[config.mk]
export PLATFORM = sky130hd
export DESIGN_NAME = crc_bit_serializer
export DESIGN_NICKNAME = d
export VERILOG_FILES = /design/src/rtl/crc_pkg.sv /design/src/rtl/crc_shift_reg.sv /design/src/rtl/crc_bit_serializer.sv
export SDC_FILE = /design/constraint.sdc
export NUM_CORES = 1
export LEC_CHECK = 0
export ABC_CLOCK_PERIOD_IN_PS = 1900
export BUFFER_PORTS_ARGS = -buffer_cell sky130_fd_sc_hd__buf_4
export CAP_MARGIN = 15
export CORE_MARGIN = 3
export CORE_UTILIZATION = 30
export DETAILED_ROUTE_END_ITERATION = 12
export GPL_ROUTABILITY_DRIVEN = 0
export PLACE_DENSITY = 0.59
export SLEW_MARGIN = 30
export SYNTH_ARGS = -nofsm -noshare
export SYNTH_HDL_FRONTEND = slang
export SYNTH_SLANG_ARGS = --single-unit
[constraint.sdc]
create_clock -name CLK -period 1.9 [get_ports CLK]
set_clock_uncertainty 0.1 [all_clocks]
set_input_delay 0.38 -clock CLK [delete_from_list [all_inputs] [get_ports CLK]]
set_output_delay 0.38 -clock CLK [all_outputs]
set_load 0.02 [all_outputs]
[src/rtl/crc_pkg.sv]
// Shared definitions for the serial CRC path: serializer states, default sizes, bit order.
// Latency: n/a (declarations only).
// Backpressure: n/a (declarations only).
package crc_pkg;

    localparam int CRC_DATA_WIDTH = 8;
    localparam int CRC_GAP_CYCLES = 8;

    typedef enum logic [1:0] {
        IDLE  = 2'd0,
        SHIFT = 2'd1,
        GAP   = 2'd2
    } ser_state_e;

    // Bit order on the serial wire; the CRC block and the collector use the same enum.
    typedef enum logic {
        BIT_ORDER_MSB_FIRST = 1'b0,
        BIT_ORDER_LSB_FIRST = 1'b1
    } bit_order_e;

    // Counter width able to hold 0..n-1, never narrower than one bit.
    function automatic int cnt_width(input int n);
        return (n > 1) ? $clog2(n) : 1;
    endfunction

endpackage

[src/rtl/crc_shift_reg.sv]
// Loadable shift register presenting one bit per clock in the selected bit order.
// Latency: loaded word's first bit is on cur_bit the cycle after load.
// Backpressure: none; load/shift are issued by the owning FSM (load wins over shift).
//
// Ports: clk/rst (async active-high), load + load_data (parallel load),
//        shift (advance one bit, zero-fill), cur_bit (bit currently presented).
module crc_shift_reg
    import crc_pkg::*;
#(
    parameter int         WIDTH = CRC_DATA_WIDTH,
    parameter bit_order_e ORDER = BIT_ORDER_LSB_FIRST
) (
    input  logic             clk,
    input  logic             rst,
    input  logic             load,
    input  logic             shift,
    input  logic [WIDTH-1:0] load_data,
    output logic             cur_bit
);

    logic [WIDTH-1:0] sr;

    // Zero-fill on shift: once the last bit is shifted out the register is all-zero,
    // so cur_bit naturally reads 0 between frames.
    always_ff @(posedge clk or posedge rst) begin
        if (rst) begin
            sr <= '0;
        end else if (load) begin
            sr <= load_data;
        end else if (shift) begin
            if (ORDER == BIT_ORDER_LSB_FIRST) begin
                sr <= sr >> 1;
            end else begin
                sr <= sr << 1;
            end
        end
    end

    assign cur_bit = (ORDER == BIT_ORDER_LSB_FIRST) ? sr[0] : sr[WIDTH-1];

endmodule

[src/rtl/crc_bit_serializer.sv]
// Serializes parallel words one bit per clock toward the serial CRC block, with an idle gap per frame.
// Latency: first bit on DATA (ACTIVE=1) one cycle after the accept edge; words of a frame run back-to-back.
// Backpressure: in_ready only in IDLE or on the final bit of a non-last word; held in_valid is ignored otherwise.
//
// Ports: CLK, RST (async active-high); in_data/in_valid/in_last/in_ready (word handshake);
//        DATA/ACTIVE (registered serial stream); busy (not IDLE);
//        frame_done (pulse in first IDLE cycle after the gap); underrun (pulse when a frame is cut short).
module crc_bit_serializer
    import crc_pkg::*;
#(
    parameter int DATA_WIDTH = CRC_DATA_WIDTH,
    parameter int GAP_CYCLES = CRC_GAP_CYCLES,
    parameter bit LSB_FIRST  = 1'b1
) (
    input  logic                  CLK,
    input  logic                  RST,
    input  logic [DATA_WIDTH-1:0] in_data,
    input  logic                  in_valid,
    input  logic                  in_last,
    output logic                  in_ready,
    output logic                  DATA,
    output logic                  ACTIVE,
    output logic                  busy,
    output logic                  frame_done,
    output logic                  underrun
);

    localparam int BIT_CNT_W = cnt_width(DATA_WIDTH);
    localparam int GAP_CNT_W = $clog2(GAP_CYCLES + 1);
    localparam logic [BIT_CNT_W-1:0] BIT_LAST = BIT_CNT_W'(DATA_WIDTH - 1);
    localparam logic [GAP_CNT_W-1:0] GAP_LAST = GAP_CNT_W'(GAP_CYCLES - 1);
    localparam bit_order_e ORDER = LSB_FIRST ? BIT_ORDER_LSB_FIRST : BIT_ORDER_MSB_FIRST;

    ser_state_e           state;
    ser_state_e           state_nxt;
    logic [BIT_CNT_W-1:0] bit_cnt;
    logic [GAP_CNT_W-1:0] gap_cnt;
    logic                 last_flag;
    logic                 accept;
    logic                 shift_en;
    logic                 active_q;
    logic                 frame_done_q;
    logic                 underrun_q;
    logic                 shift_bit;

    assign accept   = in_valid && in_ready;
    // A reload replaces the shift on the final bit, which keeps ACTIVE continuous.
    assign shift_en = (state == SHIFT) && !accept;

    // State register
    always_ff @(posedge CLK or posedge RST) begin
        if (RST) begin
            state <= IDLE;
        end else begin
            state <= state_nxt;
        end
    end

    // Next-state logic
    always_comb begin
        state_nxt = state;
        case (state)
            IDLE:    if (accept) state_nxt = SHIFT;
            SHIFT:   if ((bit_cnt == BIT_LAST) && !accept) state_nxt = GAP;
            GAP:     if (gap_cnt == GAP_LAST) state_nxt = IDLE;
            default: state_nxt = IDLE;
        endcase
    end

    // Output logic: in_ready is a function of state, bit_cnt and last_flag only
    always_comb begin
        in_ready = 1'b0;
        busy     = 1'b1;
        case (state)
            IDLE: begin
                in_ready = 1'b1;
                busy     = 1'b0;
            end
            SHIFT:   in_ready = (bit_cnt == BIT_LAST) && !last_flag;
            default: in_ready = 1'b0;
        endcase
    end

    // Counters, last flag and registered status outputs
    always_ff @(posedge CLK or posedge RST) begin
        if (RST) begin
            bit_cnt      <= '0;
            gap_cnt      <= '0;
            last_flag    <= 1'b0;
            active_q     <= 1'b0;
            frame_done_q <= 1'b0;
            underrun_q   <= 1'b0;
        end else begin
            active_q     <= (state_nxt == SHIFT);
            frame_done_q <= (state == GAP) && (gap_cnt == GAP_LAST);
            // Final bit of a non-last word with nothing to reload: frame is terminated early.
            underrun_q   <= (state == SHIFT) && (bit_cnt == BIT_LAST) && !last_flag && !accept;

            if (accept) begin
                bit_cnt   <= '0;
                last_flag <= in_last;
            end else if (state == SHIFT) begin
                if (bit_cnt == BIT_LAST) begin
                    bit_cnt   <= '0;
                    last_flag <= 1'b0;
                end else begin
                    bit_cnt <= bit_cnt + 1'b1;
                end
            end

            if (state == GAP) begin
                gap_cnt <= (gap_cnt == GAP_LAST) ? '0 : gap_cnt + 1'b1;
            end
        end
    end

    crc_shift_reg #(
        .WIDTH (DATA_WIDTH),
        .ORDER (ORDER)
    ) u_shift_reg (
        .clk       (CLK),
        .rst       (RST),
        .load      (accept),
        .shift     (shift_en),
        .load_data (in_data),
        .cur_bit   (shift_bit)
    );

    assign DATA       = shift_bit;
    assign ACTIVE     = active_q;
    assign frame_done = frame_done_q;
    assign underrun   = underrun_q;

endmodule

Word level (Yosys, flattened, before mapping). Cells that the tools add are included.

Register bits: 21. Input bits: 12. Output and inout bits: 6.

$add $sub $neg: 2. Equal/unequal tests: 5. Multiplexer cells: 15. Reduce and logical (&&, ||, !) cells: 15.

Operators by type and width (number): two-way mux 8 bit (2); two-way mux 3 bit (3); logical AND 1 bit (8); two-way mux 2 bit (3); case mux 2 bit (3 select lines) (1); nonzero test 2 bit (3); adder 4 x 1 -> 4 bit (second input constant) (1); equality test 2 x 1 -> 1 bit (second input constant) (2); equality test 4 x 3 -> 1 bit (second input constant) (1); two-way mux 1 bit (4); two-way mux 4 bit (1); adder 3 x 1 -> 3 bit (second input constant) (1); equality test 3 bit (second input constant) (1); equality test 2 bit (second input constant) (1); zero test 1 bit (2); zero test 2 bit (1); case mux 1 bit (2 select lines) (1); AND reduction 2 bit (1).

Longest topological paths before layout. Gate-level depths: netlist of run 1.

Word-level depth: 9. Mapped depth: 6.

Hierarchy. Synthesis of run 1 repeated with hierarchy kept, for this count alone.

Cells, all modules: 97. Area, all modules: 1002.2 sq um.

Modules (own cells, without submodules): crc_bit_serializer (instances 1, cells each 62, area an instance 629.4 sq um, sequential area each 325.3 sq um); crc_shift_reg (instances 1, cells each 35, area an instance 372.9 sq um, sequential area each 200.2 sq um).

Worst setup path after synthesis of run 1. Ideal clock, no wire load.

Path type: register to register. Start point: register bit_cnt[0]. End point: register u_shift_reg.sr[4]. Setup time: 125 ps. Arrival: 1566 ps. Slack: 109 ps. Stages on the path, launching flop included: 7. Path buffers: 1. Path through: dfrtp_1 > ha_1 > ha_1 > nand2b_1 > a21oi_2 > buf_2 > mux2_2.

Longest elaborated chain between the ends: 7. Elaborated cells between the ends (all ways): 8. Classes of those cells: eq/ne: 1; mux: 2; reduce/logical: 5.

Ends and longest elaborated chain: start: declaration (line crc_bit_serializer.sv:36) `logic [BIT_CNT_W-1:0] bit_cnt;`; start signal: assignment (line crc_bit_serializer.sv:107) `bit_cnt <= bit_cnt + 1'b1;`; equality test 3 bit (*) (line crc_bit_serializer.sv:79) `SHIFT: in_ready = (bit_cnt == BIT_LAST) && !last_flag;`; logical AND 1 bit (*) (line crc_bit_serializer.sv:79); case mux 1 bit (2 select lines) (*) (line crc_bit_serializer.sv:74) `case (state)`; logical AND 1 bit (*) (line crc_bit_serializer.sv:46) `assign accept = in_valid && in_ready;`; zero test 1 bit (line crc_bit_serializer.sv:48) `assign shift_en = (state == SHIFT) && !accept;`; logical AND 1 bit (line crc_bit_serializer.sv:48); nonzero test 2 bit (no source line); end signal: assignment (line crc_shift_reg.sv:29) `sr <= load_data;`; end signal: assignment (line crc_shift_reg.sv:32) `sr <= sr >> 1;`; end signal: assignment (line crc_shift_reg.sv:34) `sr <= sr << 1;`; end: declaration (line crc_shift_reg.sv:21) `logic [WIDTH-1:0] sr;`.

Every way passes the cells marked *; elsewhere a longest branch is shown, timed or not. A chain may end at the register's enable or synchronous reset.

Worst setup path in the final report of run 1.
Start point: register bit_cnt[0]. End point: output port in_ready.

Longest elaborated chain between the ends: 3.

Ends and longest elaborated chain: equality test 3 bit (line crc_bit_serializer.sv:79); logical AND 1 bit (line crc_bit_serializer.sv:79); case mux 1 bit (2 select lines) (line crc_bit_serializer.sv:74); end: declaration (line crc_bit_serializer.sv:20) `output logic in_ready,`.

Every way passes these cells.

==> summary.md, run 1 <==
| Metric | Value |
|---|---|
| Status | `completed` |
| # diodes | `0` |
| Core ar. | `0.00308 mm^2` |
| Hold path cells | `2` |
| Rows | `20` |
| Slew of the pin with the lowest slew margin | `0.433 ns` |
| Placed insts | `143` |
| Max Clock Freq | `547 MHz` |
| RSZ-0062 raised after global routing | `yes` |
| Clock slew at reported path FFs | `0.11 ns` |
| Worst Path Class, Setup | `reg -> out` |
| Dpl cell area | `0.00120 mm^2` |
| # clock sinks | `21` |
| Relative slew slack | `0.711` |
| 1st-iter DRT viols | `15` |
| Int Pwr | `1.14 mW` |
| CTS root buf | `clkbuf_4` |
| Startpoint Class | `register` |
| DRC Markers | `0` |
| Final setup viols | `0` |
| Min-Delay Startpoint | `in_data[4]` |
| DP HPWL | `1210 um` |
| IO Port Bufs | `17` |
| Switching Power | `0.566 mW` |
| Post-Route WL | `1640 um` |
| Class of the worst hold path | `in -> reg` |
| Post-synthesis cell area | `980 um^2` |
| Top Ports | `18` |
| Initial antenna violation count | `0` |
| First-pass GRT wire length | `2960 um` |
| Die Ht | `63.1 um` |
| FF-to-FF path depth | `7` |
| H-tree depth | `1` |
| Initial Util | `0.318` |
| Total power | `1.71 mW` |
| Hold Vio Cnt, Final | `0` |
| Die area | `0.00399 mm^2` |
| # nets final | `122` |
| Period utilization | `0.962` |
| Max-slew violations | `0` |
| Logic pwr share | `0.457` |
| Final setup margin | `0.0717 ns` |
| Maximum VDD drop | `0.000488 V` |
| CP Data Arrival Time | `1.35 ns` |
| Pwr Density | `1340 mW/mm^2` |
| Grt total ovfl | `0` |
| Largest net degree at the start of global routing | `22` |
| Static leakage | `0.603 nW` |
| Total track usage | `0.0941` |
| Final min period | `1.83 ns` |
| Via density | `4.33` |
| CP Capture Type | `output port` |
| Max Cap Violations | `0` |
| Synth unique cells | `21` |
| Ys Warns | `0` |
| Synth Area per Inst | `12.4 um^2` |
| Area grow syn2layout | `30.4%` |
| CP max FO | `3` |
| Crit path required time | `1.42 ns` |
| Switching Fraction | `0.332` |
| Reg power frac | `0.420` |
| Yosys reg bits | `21` |
| Share of cells above drive strength 1 | `0.406` |
| Final instance area | `0.00128 mm^2` |
| DR pass1 iterations | `2` |
| Setup tns final | `0 ns` |
| Instance count of the mapped netlist | `79` |
| Clk Latency, worst-skew pair | `0.29 ns` |
| Non-Filler Instances | `150` |
| Die Width | `63.1 um` |
| Antenna-violating nets left | `0` |
| Sequential share of the synthesized area | `0.536` |
| Reg-to-reg critical path endpoint | `u_shift_reg.sr[0]$_DFFE_PP0P_` |
| Via count | `650` |
| Mapped Nets | `94` |
| R2R Setup Slk | `0.10 ns` |
| Total CTS buffers | `3` |
| CTS tree | `done` |
| Setup Slack @ Placement | `0.210 ns` |
| Hold Path Sink | `u_shift_reg.sr[4]$_DFFE_PP0P_` |
| Clock power frac | `0.123` |
| Avg WL per Cell | `11.0 um` |
| Start of the worst register-to-register path | `bit_cnt[0]$_DFFE_PP0P_` |
| Vias in the first global route | `706` |
| Clk buf depth | `2` |
-- synthesized netlist by cell type, drive strengths merged --
cell	count	area (um^2)
nor3b	1	7.51
mux2i	6	60.1
nand2b	3	18.8
ha	3	37.5
nand3b	2	15.0
nand4	1	6.26
xnor2	1	8.76
or2	1	6.26
nand2	5	18.8
inv	3	11.3
mux2	16	180
nor2	7	26.3
a21oi	3	18.8
nor2b	2	12.5
nor3	1	5.00
buf	2	16.3
dfrtp	21	526
o21ai	1	5.00
-- cells by family after synthesis --
group / Yosys count / synth area share
multiplexers: 22 / 0.245
flip-flops: 21 / 0.536
adder cells (fa/ha/maj): 3 / 0.0383
AO/OA/AOI/OAI: 4 / 0.0243
AND/OR/NAND/NOR: 23 / 0.119
XOR/XNOR: 1 / 0.00894
buffers and inverters: 5 / 0.0281
-- metrics by stage --
stage	hold slack, ns	util
floorplan	0.257	-
global placement	0.333	0.389
detailed placement	0.340	0.389
CTS	0.192	0.404
global route	0.186	0.415
finish	0.206	0.415
-- cells in the final DEF (no fill, tap or decap), types with 2 or more instances in the layout --
cell type,count
mux2i_1,6
a21oi_2,2
mux2_1,6
nand2_1,5
nand2b_1,2
dfrtp_1,21
nor2b_1,2
buf_4,22
nand3b_1,2
nor2_1,7
mux2_2,10
clkbuf_4,3
inv_1,3
-- metal layers --
metal,vias to the layer above,share of wire,global-route usage
met3,2,0.018,0.0160
met4,0,0.010,0.0579
met1,315,0.48,0.119
met5,-,0,0
met2,8,0.49,0.149
li1,325,-,-
-- flip-flops by register name (all words and copies together) (netlist names) --
signal / count
bit_cnt: 3
u_shift_reg.sr: 8
ACTIVE: 1
gap_cnt: 4
last_flag: 1
state: 2
underrun: 1
frame_done: 1
-- worst max path at each step --
stage,from,to,slack [ns]
after global routing,bit_cnt[0]$_DFFE_PP0P_,in_ready,-0.01
after global placement,state[1]$_DFF_PP0_,u_shift_reg.sr[3]$_DFFE_PP0P_,0.20
final,bit_cnt[0]$_DFFE_PP0P_,in_ready,0.07
after detailed placement,state[1]$_DFF_PP0_,u_shift_reg.sr[3]$_DFFE_PP0P_,0.21
after CTS,bit_cnt[0]$_DFFE_PP0P_,in_ready,0.01
after floorplan,bit_cnt[0]$_DFFE_PP0P_,u_shift_reg.sr[4]$_DFFE_PP0P_,0.11
-- critical path, stage by stage, from the launching register on --
cell and delay (ns):
dfrtp_1 0.38, ha_2 0.20, ha_4 0.14, nand2b_4 0.06, a21oi_2 0.14, buf_6 0.13
-- layout make-up --
| type | count | area, um^2 |
|---|---|---|
| Fill cell | 293 | 1800 |
| Sequential cell | 21 | 526 |
| Multi-Input combinational cell | 53 | 453 |
| Timing Repair Buffer | 25 | 206 |
| Tap cell | 44 | 55.1 |
| Clock buffer | 4 | 26.3 |
| Inverter | 3 | 11.3 |
-- power groups by stage --
stage               combinational (mW)  sequential (mW)  clock [mW]
floorplan                        0.514            0.722           0
global placement                 0.714            0.718           0
detailed placement               0.721            0.721           0
CTS                              0.740            0.711       0.221
global route                     0.873            0.738       0.236
finish                           0.781            0.716       0.210
-- repair_timing --
action,in CTS,in global routing
hold buffers,1,0
setup endpoints to repair,1,8
gates resized for setup,2,4
pin swaps,1,2
hold endpoints to repair,11,0
setup buffers,1,1
Power figures use the tool's default switching activity.
==> run 2: changes to the inputs <==
--- a/config.mk
+++ b/config.mk
@@ -5,9 +5,10 @@
 export SDC_FILE = /design/constraint.sdc
 export NUM_CORES = 1
 export LEC_CHECK = 0
-export ABC_CLOCK_PERIOD_IN_PS = 1900
+export ABC_CLOCK_PERIOD_IN_PS = 2100
 export BUFFER_PORTS_ARGS = -buffer_cell sky130_fd_sc_hd__buf_4
 export CAP_MARGIN = 15
+export CORE_ASPECT_RATIO = 0.8
 export CORE_MARGIN = 3
 export CORE_UTILIZATION = 30
 export DETAILED_ROUTE_END_ITERATION = 12
==> constraint.sdc (replaced) <==
create_clock -name CLK -period 2.1 [get_ports CLK]
set_clock_uncertainty 0.1 [all_clocks]
set_input_delay 0.42 -clock CLK [delete_from_list [all_inputs] [get_ports CLK]]
set_output_delay 0.42 -clock CLK [all_outputs]
set_load 0.02 [all_outputs]
==> run 2 against run 1 <==
  * Power is 10% lower
  * Highest routed layer unchanged
  * Critical path depth did not move
  * Non-clock buffer count is 3 lower
  * Worst setup slack improved by 0.048 ns
==> summary.md, run 2 (synthesized netlist as in run 1, its figures left out) <==
| Metric | Value |
|---|---|
| Status | `completed (unchanged)` |
| Core ar. | `0.00294 mm^2 (was 0.00308 mm^2)` |
| Setup Buffers After CTS | `0 (was 1)` |
| Worst Path Class, Setup | `reg -> out (unchanged)` |
| Hold buffer count at cts | `0 (was 1)` |
| Crit-path most repeated cell | `ha_1` |
| Setup tns final | `0 ns (unchanged)` |
| Multi-input logic area | `427 um^2 (was 453 um^2)` |
| Via density | `4.34 (was 4.33)` |
| CTS tree | `done (unchanged)` |
| CP Capture Type | `output port (unchanged)` |
| # diodes | `0 (unchanged)` |
| H-tree depth | `1 (unchanged)` |
| DR pass1 iterations | `4 (was 2)` |
| Largest register FFs | `8 (unchanged)` |
| Total CTS buffers | `3 (unchanged)` |
| Post-Route WL | `1570 um (was 1640 um)` |
| Share of cells above drive strength 1 | `0.359 (was 0.406)` |
| Pwr Density | `1260 mW/mm^2 (was 1340 mW/mm^2)` |
| Area grow syn2layout | `24.6% (was 30.4%)` |
| Clk Latency, worst-skew pair | `0.25 ns (was 0.29 ns)` |
| Most frequent cells in the layout | `buf_4, dfrtp_1, mux2_2 (unchanged)` |
| Placed insts | `137 (was 143)` |
| Final setup viols | `0 (unchanged)` |
| Static leakage | `0.592 nW (was 0.603 nW)` |
| CP top delay family | `adder cells (was flip-flops)` |
| RSZ-0062 raised after global routing | `no (was yes)` |
| Commonest non-fill, non-tap cell in the layout | `buf_4 (unchanged)` |
| CTS resizes | `0 (was 2)` |
| Clock slew at reported path FFs | `0.07 ns (was 0.11 ns)` |
| # clock sinks | `21 (unchanged)` |
| Period utilization | `0.943` |
| CP Data Arrival Time | `1.46 ns (was 1.35 ns)` |
| Die Ht | `57.1 um (was 63.1 um)` |
| # nets final | `119 (was 122)` |
| Startpoint Class | `register (unchanged)` |
| Slowest CP cell | `dfrtp_1 (unchanged)` |
| Setup Slack @ Placement | `0.365 ns (was 0.210 ns)` |
| First-pass GRT wire length | `2950 um (was 2960 um)` |
| DRC Markers | `0 (unchanged)` |
| Total track usage | `0.0934 (was 0.0941)` |
| Die area | `0.00399 mm^2 (about the same)` |
| Initial Util | `0.334 (was 0.318)` |
| 1st-iter DRT viols | `8 (was 15)` |
| Largest registers | `u_shift_reg.sr (8), gap_cnt (4), bit_cnt (3) (unchanged)` |
| Final setup margin | `0.120 ns (was 0.0717 ns)` |
| Class of the worst hold path | `in -> async (was in -> reg)` |
| CP max FO | `4 (was 3)` |
| Max Clock Freq | `505 MHz` |
| DP HPWL | `1230 um (was 1210 um)` |
| Top Ports | `18 (unchanged)` |
| Reg with most FFs | `u_shift_reg.sr (unchanged)` |
| Relative slew slack | `0.792 (was 0.711)` |
| Slew of the pin with the lowest slew margin | `0.312 ns (was 0.433 ns)` |
| Die Width | `69.9 um (was 63.1 um)` |
| Max-slew violations | `0 (unchanged)` |
| Largest net degree at the start of global routing | `22 (unchanged)` |
| Max Cap Violations | `0 (unchanged)` |
| CTS root buf | `clkbuf_8 (was clkbuf_4)` |
| Antenna-violating nets left | `0 (unchanged)` |
| Clk buf depth | `2 (unchanged)` |
| Avg WL per Cell | `11.1 um (was 11.0 um)` |
| Initial antenna violation count | `0 (unchanged)` |
| Via count | `612 (was 650)` |
| Maximum VDD drop | `0.000414 V (was 0.000488 V)` |
| Grt total ovfl | `0 (unchanged)` |
| IO Port Bufs | `17 (unchanged)` |
| Crit path cell chain | `ha_1 > ha_1 > nand2b_1 > a21oi_1 > buf_4 (was ha_2 > ha_4 > nand2b_4 > a21oi_2 > buf_6)` |
| Final min period | `1.98 ns` |
| Worst path bufs/invs | `1 (unchanged)` |
| Crit path required time | `1.58 ns (was 1.42 ns)` |
| Worst path max stage delay | `0.40 ns (was 0.38 ns)` |
| Register area | `526 um^2 (unchanged)` |
| Filler cells | `284 (was 293)` |
| Vias in the first global route | `675 (was 706)` |
| Non-Filler Instances | `141 (was 150)` |
| Hold Vio Cnt, Final | `0 (unchanged)` |
| Rows | `17 (was 20)` |
==> run 2: metal layers <==
metal	track usage	vias to the layer above	wire length [um]
met5	0	-	0
met4	0.0328	0	22
met3	0.0475	4	140
met2	0.140	15	675
met1	0.116	278	729
li1	-	315	-
==> run 2: final cells by class <==
| class | instances | share of cell area |
|---|---|---|
| inverters | 3 | 0.00922 |
| repair buffers | 22 | 0.135 |
| flip-flops and latches | 21 | 0.430 |
| clock buffers | 4 | 0.0369 |
| well taps | 38 | 0.0389 |
| multi-input cells | 53 | 0.349 |
==> run 2: per-stage QoR <==
step,util,area (um^2),power [mW],hold WS (ns)
floorplan,-,980,1.12,0.297
global placement,0.401,1180,1.29,0.363
detailed placement,0.401,1180,1.30,0.371
CTS,0.416,1220,1.57,0.0985
global route,0.416,1220,1.68,0.106
finish,0.416,1220,1.53,0.0900
==> run 2: worst reg2reg max path, cell delays in order, from the launching register on <==
cell and delay (ns):
dfrtp_1 0.38, ha_1 0.16, ha_1 0.20, nand2b_1 0.11, a21oi_2 0.16, buf_4 0.18
mux2_2 0.34
==> run 2: power by group <==
part / internal (mW) / switching, mW / leakage [nW]
combinational: 0.360 / 0.274 / 0.301
sequential: 0.551 / 0.0963 / 0.268
clock: 0.135 / 0.117 / 0.0228
==> run 2: final timing paths <==
kind	start	endpoint	slack, ns	cells past startpoint
min reg2reg	gap_cnt[3]$_DFFE_PP0N_	frame_done$_DFF_PP0_	0.38	1
min in group CLK	in_data[0]	u_shift_reg.sr[0]$_DFFE_PP0P_	0.29	2
max reg2reg	bit_cnt[0]$_DFFE_PP0P_	u_shift_reg.sr[5]$_DFFE_PP0P_	0.35	6
max in group asynchronous	RST	u_shift_reg.sr[4]$_DFFE_PP0P_	1.61	3
max	bit_cnt[0]$_DFFE_PP0P_	in_ready	0.12	5
min	RST	frame_done$_DFF_PP0_	0.09	3
==> run 3: changes to the inputs <==
--- a/config.mk
+++ b/config.mk
@@ -8,12 +8,14 @@
 export ABC_CLOCK_PERIOD_IN_PS = 2100
 export BUFFER_PORTS_ARGS = -buffer_cell sky130_fd_sc_hd__buf_4
 export CAP_MARGIN = 15
+export CELL_PAD_IN_SITES_DETAIL_PLACEMENT = 0
+export CELL_PAD_IN_SITES_GLOBAL_PLACEMENT = 1
 export CORE_ASPECT_RATIO = 0.8
 export CORE_MARGIN = 3
 export CORE_UTILIZATION = 30
 export DETAILED_ROUTE_END_ITERATION = 12
 export GPL_ROUTABILITY_DRIVEN = 0
-export PLACE_DENSITY = 0.59
+export PLACE_DENSITY = 0.68
 export SLEW_MARGIN = 30
 export SYNTH_ARGS = -nofsm -noshare
 export SYNTH_HDL_FRONTEND = slang
==> run 3 against run 2 <==
  * Utilization shrank 0.17 points
  * Clock power grew 2%
  * Global-route usage about the same
  * Critical path depth stayed put
  * Non-clock buffer count down 1
  * Worst hold slack gained 0.0029 ns
  * Largest power group unchanged
==> summary.md, run 3 (synthesized netlist as in run 1, its figures left out) <==
| Metric | Value |
|---|---|
| Largest registers | `u_shift_reg.sr (8), gap_cnt (4), bit_cnt (3) (unchanged)` |
| Startpoint Class | `register (unchanged)` |
| Vias in the first global route | `597 (was 675)` |
| Slew of the pin with the lowest slew margin | `0.545 ns (was 0.312 ns)` |
| R2R Setup Slk | `0.33 ns (was 0.35 ns)` |
| Period utilization | `0.939 (was 0.943)` |
| Start of the worst register-to-register path | `bit_cnt[0]$_DFFE_PP0P_ (unchanged)` |
| Hold Vio Cnt, Final | `0 (unchanged)` |
| DP HPWL | `1240 um (was 1230 um)` |
| Final instance area | `0.00122 mm^2 (about the same)` |
| First-pass GRT wire length | `2810 um (was 2950 um)` |
| Max Clock Freq | `507 MHz (was 505 MHz)` |
| Reg-to-reg critical path endpoint | `u_shift_reg.sr[5]$_DFFE_PP0P_ (unchanged)` |
| Grt total ovfl | `0 (unchanged)` |
| Via count | `628 (was 612)` |
| Class of the worst hold path | `in -> async (unchanged)` |
| H-tree depth | `1 (unchanged)` |
| CTS root buf | `clkbuf_8 (unchanged)` |
| Die Ht | `57.1 um (unchanged)` |
| CP Capture Type | `output port (unchanged)` |
| Pwr Density | `1260 mW/mm^2 (about the same)` |
| Crit path cell chain | `ha_1 > ha_2 > nand2b_1 > a21oi_1 > buf_4 (was ha_1 > ha_1 > nand2b_1 > a21oi_1 > buf_4)` |
| Via density | `4.49 (was 4.34)` |
| Initial Util | `0.334 (unchanged)` |
| Non-Filler Instances | `140 (was 141)` |
| Total CTS buffers | `3 (unchanged)` |
| Maximum VDD drop | `0.000316 V (was 0.000414 V)` |
| CP Data Arrival Time | `1.45 ns (was 1.46 ns)` |
| Clk Latency, worst-skew pair | `0.26 ns (was 0.25 ns)` |
| Die Width | `69.9 um (unchanged)` |
| Most frequent cells in the layout | `dfrtp_1, buf_4, mux2_2 (was buf_4, dfrtp_1, mux2_2)` |
| Clock slew at reported path FFs | `0.07 ns (about the same)` |
| Largest register FFs | `8 (unchanged)` |
| Placed insts | `136 (was 137)` |
| DR pass1 iterations | `4 (unchanged)` |
| Hold Slack | `0.0929 ns (was 0.0900 ns)` |
| Setup tns final | `0 ns (unchanged)` |
| Area grow syn2layout | `24.1% (was 24.6%)` |
| Die area | `0.00399 mm^2 (unchanged)` |
| Rows | `17 (unchanged)` |
| Static leakage | `0.585 nW (was 0.592 nW)` |
| # nets final | `118 (was 119)` |
| Total power | `1.53 mW (about the same)` |
| Slowest CP cell | `dfrtp_1 (unchanged)` |
| FF-to-FF path depth | `6 (unchanged)` |
| IO Port Bufs | `17 (unchanged)` |
| Max-slew violations | `0 (unchanged)` |
| Largest net degree at the start of global routing | `22 (unchanged)` |
| Core ar. | `0.00294 mm^2 (unchanged)` |
| Final min period | `1.97 ns (was 1.98 ns)` |
| Dpl cell area | `0.00117 mm^2 (was 0.00118 mm^2)` |
| DRC Markers | `0 (unchanged)` |
| 1st-iter DRT viols | `21 (was 8)` |
| Worst Path Class, Setup | `reg -> out (unchanged)` |
| Worst path max stage delay | `0.38 ns (was 0.40 ns)` |
| # diodes | `0 (unchanged)` |
| Status | `completed (unchanged)` |
| Crit path required time | `1.58 ns (about the same)` |
| CP max FO | `4 (unchanged)` |
| Total track usage | `0.0931 (was 0.0934)` |
| Filler cells | `287 (was 284)` |
| Max Cap Violations | `0 (unchanged)` |
| Initial antenna violation count | `0 (unchanged)` |
| CTS tree | `done (unchanged)` |
| Final setup viols | `0 (unchanged)` |
| Antenna-violating nets left | `0 (unchanged)` |
| Avg WL per Cell | `11.7 um (was 11.1 um)` |
| RSZ-0062 raised after global routing | `no (unchanged)` |
| Clk buf depth | `2 (unchanged)` |
| Post-Route WL | `1640 um (was 1570 um)` |
| Top Ports | `18 (unchanged)` |
| # clock sinks | `21 (unchanged)` |
| Relative slew slack | `0.636 (was 0.792)` |
| Share of cells above drive strength 1 | `0.363 (was 0.359)` |
| Reg with most FFs | `u_shift_reg.sr (unchanged)` |
## run 3: cell types whose count changed in the layout (fill, tap and decap cells not counted)
cell / before / now
ha_2: 0 / 1
buf_4: 22 / 21
ha_1: 3 / 2
## run 3: worst max-delay path by stage
stage | slack (ns) | from | cells after the start | end
4_1_cts | 0.08 | bit_cnt[0]$_DFFE_PP0P_ | 5 | in_ready
3_5_place_dp | 0.32 | bit_cnt[0]$_DFFE_PP0P_ | 6 | u_shift_reg.sr[5]$_DFFE_PP0P_
2_1_floorplan | 0.31 | bit_cnt[0]$_DFFE_PP0P_ | 6 | u_shift_reg.sr[4]$_DFFE_PP0P_
5_1_grt | 0.03 | bit_cnt[0]$_DFFE_PP0P_ | 5 | in_ready
3_3_place_gp | 0.36 | bit_cnt[0]$_DFFE_PP0P_ | 6 | u_shift_reg.sr[6]$_DFFE_PP0P_
6_report | 0.13 | bit_cnt[0]$_DFFE_PP0P_ | 5 | in_ready
## run 3: final cells by class
class / instances / area [um^2] / area share
Timing Repair Buffer: 21 / 158 / 0.130
Inverter: 3 / 11.3 / 0.00926
Sequential cell: 21 / 526 / 0.432
Multi-Input combinational cell: 53 / 429 / 0.353
Tap cell: 38 / 47.5 / 0.0391
Clock buffer: 4 / 45.0 / 0.0370
## run 3: routing by layer
layer  vias up  track usage  wire, um
met1       293        0.133       865
met4         0       0.0574        33
met5         -            0         0
li1        315            -         -
met3         4       0.0352        77
met2        16        0.116       667
## run 3: per-stage QoR
step                      worst slack (ns)  utilization
after floorplan                      0.309            -
after global placement               0.358        0.398
after detailed placement             0.318        0.398
after CTS                           0.0834        0.413
after global routing                0.0301        0.414
final                                0.128        0.414
## run 3: where the power goes
group	leakage, nW	switching [mW]	internal [mW]
combinational	0.294	0.289	0.343
sequential	0.268	0.0888	0.550
clock	0.0228	0.122	0.135
total	0.585	0.500	1.03
## run 3: what timing repair did
action | CTS | global route
setup endpoints to repair | 0 | 1
hold buffers | 0 | 0
setup buffers | 0 | 0
resized for setup | 0 | 1
## run 3: worst max-delay path: cells and delay by family, from the launching register on
| kind | cells | cell delay, ns |
|---|---|---|
| and+or+nand+nor | 1 | 0.10 |
| DFF | 1 | 0.38 |
| AOI/OAI and AO/OA | 1 | 0.19 |
| buffers and inverters | 1 | 0.17 |
| adders and majority gates | 2 | 0.37 |
